==> src/rtl/cby_cfg_param.sv <==
// Y-direction connection block: tracks pass straight through, and per-ipin muxes pick a track.
// Mux selects come from a serial shadow frame that is committed atomically into the active config.
module cby_cfg_param #(
  parameter int unsigned CHAN_WIDTH   = 20,
  parameter int unsigned NUM_IPIN     = 4,
  parameter int unsigned MUX_SIZE     = 10,
  parameter int unsigned TRACK_STRIDE = 4,
  parameter int unsigned REG_OUT      = 0
) (
  input  logic                  prog_clk,
  input  logic                  prog_reset,
  input  logic [CHAN_WIDTH-1:0] chany_bottom_in,
  input  logic [CHAN_WIDTH-1:0] chany_top_in,
  input  logic                  ccff_head,
  input  logic                  ccff_en,
  input  logic                  ccff_commit,
  output logic [CHAN_WIDTH-1:0] chany_bottom_out,
  output logic [CHAN_WIDTH-1:0] chany_top_out,
  output logic [NUM_IPIN-1:0]   ipin_out,
  output logic                  ccff_tail,
  output logic                  cfg_loaded,
  output logic                  commit_err,
  output logic [NUM_IPIN-1:0]   sel_err
);

  localparam int unsigned SEL_W = (MUX_SIZE > 1) ? $clog2(MUX_SIZE) : 1;
  localparam int unsigned TOTAL = NUM_IPIN * SEL_W;
  localparam int unsigned CNT_W = $clog2(TOTAL + 1);
  localparam logic [CNT_W-1:0] CNT_FULL  = CNT_W'(TOTAL);
  localparam logic [SEL_W:0]   SEL_LIMIT = (SEL_W + 1)'(MUX_SIZE);

  logic [TOTAL-1:0]    shadow_q, shadow_d;
  logic [TOTAL-1:0]    active_q, active_d;
  logic [CNT_W-1:0]    cnt_q, cnt_d;
  logic                commit_err_q, commit_err_d;
  logic [NUM_IPIN-1:0] ipin_c;

  always_ff @(posedge prog_clk) begin
    if (prog_reset) begin
      shadow_q     <= '0;
      active_q     <= '0;
      cnt_q        <= '0;
      commit_err_q <= 1'b0;
    end else begin
      shadow_q     <= shadow_d;
      active_q     <= active_d;
      cnt_q        <= cnt_d;
      commit_err_q <= commit_err_d;
    end
  end

  // Commit samples the pre-edge shadow, so a shift in the same cycle starts the next frame.
  always_comb begin
    shadow_d     = shadow_q;
    active_d     = active_q;
    cnt_d        = cnt_q;
    commit_err_d = commit_err_q;
    if (ccff_en) begin
      shadow_d = TOTAL'({shadow_q, ccff_head});
      if (cnt_q != CNT_FULL) begin
        cnt_d = cnt_q + CNT_W'(1);
      end
    end
    if (ccff_commit) begin
      if (cnt_q == CNT_FULL) begin
        active_d = shadow_q;
        cnt_d    = ccff_en ? CNT_W'(1) : '0;
      end else begin
        commit_err_d = 1'b1;
      end
    end
  end

  for (genvar k = 0; k < NUM_IPIN; k++) begin : g_ipin
    logic [MUX_SIZE-1:0] mux_in;
    logic [SEL_W-1:0]    sel;
    logic                pick;

    assign sel = active_q[k*SEL_W +: SEL_W];

    // Input pairs (bottom, top) walk the channel in TRACK_STRIDE steps, wrapping.
    for (genvar j = 0; j < MUX_SIZE; j++) begin : g_in
      localparam int unsigned TRK = (k + (j / 2) * TRACK_STRIDE) % CHAN_WIDTH;
      if (j % 2 == 0) begin : g_bot
        assign mux_in[j] = chany_bottom_in[TRK];
      end else begin : g_top
        assign mux_in[j] = chany_top_in[TRK];
      end
    end

    always_comb begin
      pick = 1'b0;
      for (int j = 0; j < MUX_SIZE; j++) begin
        if (sel == SEL_W'(j)) begin
          pick = mux_in[j];
        end
      end
    end

    assign ipin_c[k]  = pick;
    assign sel_err[k] = ({1'b0, sel} >= SEL_LIMIT);
  end

  if (REG_OUT != 0) begin : g_reg_out
    logic [NUM_IPIN-1:0] ipin_q;
    always_ff @(posedge prog_clk) begin
      if (prog_reset) begin
        ipin_q <= '0;
      end else begin
        ipin_q <= ipin_c;
      end
    end
    assign ipin_out = ipin_q;
  end else begin : g_comb_out
    assign ipin_out = ipin_c;
  end

  assign chany_bottom_out = chany_top_in;
  assign chany_top_out    = chany_bottom_in;
  assign ccff_tail        = shadow_q[TOTAL-1];
  assign cfg_loaded       = (cnt_q == CNT_FULL);
  assign commit_err       = commit_err_q;

endmodule

==> config.mk <==
export PLATFORM = sky130hd
export DESIGN_NAME = cby_cfg_param
export DESIGN_NICKNAME = d
export VERILOG_FILES = /design/src/rtl/cby_cfg_param.sv
export SDC_FILE = /design/constraint.sdc
export NUM_CORES = 1
export LEC_CHECK = 0
export ABC_AREA = 1
export BUFFER_PORTS_ARGS = -buffer_cell sky130_fd_sc_hd__buf_2
export CORE_ASPECT_RATIO = 1.25
export CORE_UTILIZATION = 48
export CTS_CLUSTER_SIZE = 8
export DETAILED_ROUTE_END_ITERATION = 8
export PLACE_DENSITY = 0.82
export SLEW_MARGIN = 30
export SYNTH_ARGS = -nofsm -noshare
export SYNTH_HDL_FRONTEND = slang
export SYNTH_SLANG_ARGS = --single-unit
==> constraint.sdc <==
create_clock -name prog_clk -period 1.69 [get_ports prog_clk]
set_clock_uncertainty 0.2 [all_clocks]
set_input_delay 0.0845 -clock prog_clk [delete_from_list [all_inputs] [get_ports prog_clk]]
set_output_delay 0.0845 -clock prog_clk [all_outputs]
set_load 0.05 [all_outputs]
==> impl_metrics.env <==
export IMPL_worst_ep_required_time_ns=1.41
export IMPL_seq_area_frac_synth=0.3285
export IMPL_synth_top_area_frac=0.3285
export IMPL_ir_drop_mv=0.5377
export IMPL_p_total_uw=2141
export IMPL_period_share=0.9702
export IMPL_antenna_found_initial=0
export IMPL_grt_pass1_vias=1804
export IMPL_grt_max_degree=21
export IMPL_async_reset_ff_frac=0
export IMPL_drv_slew=0
export IMPL_maxCapViolations=0
export IMPL_grt_pass1_wl_um=7320
export IMPL_p_per_area_mw_per_mm2=769.7
export IMPL_status="finished clean"
export IMPL_cp_start_kind="flip-flop"
export IMPL_synth_cell_types=26
export IMPL_rows=27
export IMPL_final_util=0.6144
export IMPL_cp_cell_sequence="inv_4 > nand2_1 > nand3_2 > nand3_1 > nand2_1 > inv_1 > nor2_2 > buf_6"
export IMPL_dpl_hpwl_um=3371
export IMPL_crit_type="flip-flop to output port"
export IMPL_drive_above_1_share=0.4519
export IMPL_slowest_delay_ns=0.37
export IMPL_yosys_warnings=0
export IMPL_io_buffers=95
export IMPL_drt_iter0_drc=52
export IMPL_routabilityCongestion=0.8612
export IMPL_cts_tree="built"
export IMPL_clock_sinks=38
export IMPL_finalHoldViolCount=0
export IMPL_cp_max_fo=6
export IMPL_numCtsBuffers=5
export IMPL_ios=96
export IMPL_crit_slowest_cell="dfxtp_4"
export IMPL_post_drt_wl_per_cell_um=10.46
export IMPL_syn2layout_area_growth_pct=20.10
export IMPL_synthCells=323
export IMPL_clock_latency_ns=0.29
export IMPL_routed_wl_um=4633
export IMPL_cts_root_buf="clkbuf_8"
export IMPL_syn_area_per_cell_um2=7.170
export IMPL_tightest_slew_ns=0.3155
export IMPL_timing_hold_ws_ns=0.06603
export IMPL_die_h_um=79.66
export IMPL_drt_first_pass_iters=4
export IMPL_grt_ovfl_total=0
export IMPL_route_vias_total=2169
export IMPL_vias_per_cell=4.896
export IMPL_p_leak_uw=0.001338
export IMPL_die_area_mm2=0.005109
export IMPL_arrival_ns=1.36
export IMPL_synth_top_cell_by_area="dfxtp_1"
export IMPL_synth_seq_cells=38
export IMPL_post_route_drc_count=0
export IMPL_synth_edff_count=0
export IMPL_fmax_mhz=609.9
export IMPL_grtUsageTotal=0.1812
export IMPL_crit_top_cell="nand2_1"
export IMPL_antennaDiodeCount=0
export IMPL_final_antenna_net_count=0
export IMPL_start_util=0.5116
export IMPL_synth_area_mm2=0.002316
export IMPL_syn_nets=370
export IMPL_min_path_type="input port to flip-flop"
export IMPL_finalSetupViolations=0
export IMPL_synthTopCellsByArea="dfxtp_1 (33%), buf_4 (15%), nand2_1 (9.7%)"
export IMPL_cts_buffer_depth=2
export IMPL_slew_headroom=0.7897
export IMPL_cts_clk_slew_worst_paths_ns=0.07
export IMPL_htree_levels=2
export IMPL_core_area_mm2=0.004527
export IMPL_fin_nets=431
export IMPL_layout_min_cycle_time_ns=1.640
export IMPL_die_x_um=64.13
export IMPL_synth_ff_type="dfxtp_1"
export IMPL_end_kind="output port"
==> cell usage in the layout, fill, tap and decap left out, drive strengths merged <==
master and count:
a21oi 23, o21ai 41, nand4 1, xor2 1
buf 104, nor3 1, nor2 51, clkinv 1
dlygate4sd3 3, nand3b 1, nand2 61, ha 2
clkbuf 8, inv 27, dfxtp 38, nand3 22
==> kinds of logic (layout without fill, tap and decap cells) <==
family          count (synthesis)  after routing  synth area share
flops                          38             38            0.3285
buf+inv                        81            143            0.2210
simple gates                  137            137            0.2491
compound gates                 64             64            0.1869
xor+xnor                        1              1          0.003782
fa+ha+maj                       2              2           0.01080
==> where the power goes <==
group	internal, µW	switching (µW)	leakage [µW]	total [µW]
combinational	138	337	0.000965	475
clock	412	305	0.0000575	717
sequential	922	26.7	0.000315	948
==> cell usage after synthesis, types with 2 or more instances <==
cell type  count
a21oi_1        6
a21oi_2       17
buf_4         46
buf_8          2
dfxtp_1       38
ha_1           2
inv_1         25
inv_2          2
nand2_1       60
nand3_1       21
nor2_1        50
o21ai_0       28
o21ai_2       13
==> flip-flops by register name, summed over array words and instances (netlist names) <==
| register | count |
|---|---|
| commit_err | 1 |
| shadow_q | 16 |
| cnt_q | 5 |
| active_q | 16 |
==> worst max-delay path, delay by kind of cell (launching register included) <==
kind                   cells  cell delay [ns]
AND/OR/NAND/NOR            5             0.40
buffers and inverters      3             0.29
flip-flops                 1             0.37
==> worst paths after layout <==
path              cells past startpoint    startpoint  slack, ns            to
setup / recovery                      8  active_q[12]       0.05   ipin_out[3]
setup reg to reg                      8      cnt_q[0]       0.21   active_q[8]
hold reg to reg                       2    commit_err       0.28    commit_err
hold / removal                        3       ccff_en       0.07  shadow_q[15]
==> repair_timing <==
action / CTS / global route
gates resized for setup: 11 / 38
buffers inserted: 0 / 5
hold buffers: 3 / 0
endpoints found under the setup margin: 5 / 5
pin swaps: 0 / 5
hold endpoints to repair: 11 / 0
==> layout make-up <==
cell class                      count  area, µm²
Timing Repair Buffer              107      629.4
Inverter                           28      116.4
Sequential cell                    38      779.5
Multi-Input combinational cell    204       1074
Tap cell                           58      72.57
Fill cell                         418       1745
Clock buffer                        8      110.1
==> routing by layer <==
layer	global-route usage	vias up	part of all wire
met2	0.3372	71	0.52
met4	0.06000	0	0.019
met1	0.1968	970	0.40
li1	-	1117	-
met5	0	-	0
met3	0.04714	11	0.058
==> per-stage QoR <==
step / TNS, ns / instances / setup slack, ns / cell area (µm²)
final: 0 / 443 / 0.05044 / 2781
after global routing: -0.04905 / 443 / -0.04301 / 2781
after CTS: 0 / 438 / 0.001263 / 2668
after detailed placement: 0 / 427 / 0.1172 / 2512
after global placement: 0 / 427 / 0.1938 / 2512
after floorplan: 0 / 323 / 0.1869 / 2316
No activity file was read; power rests on OpenSTA's default activity.
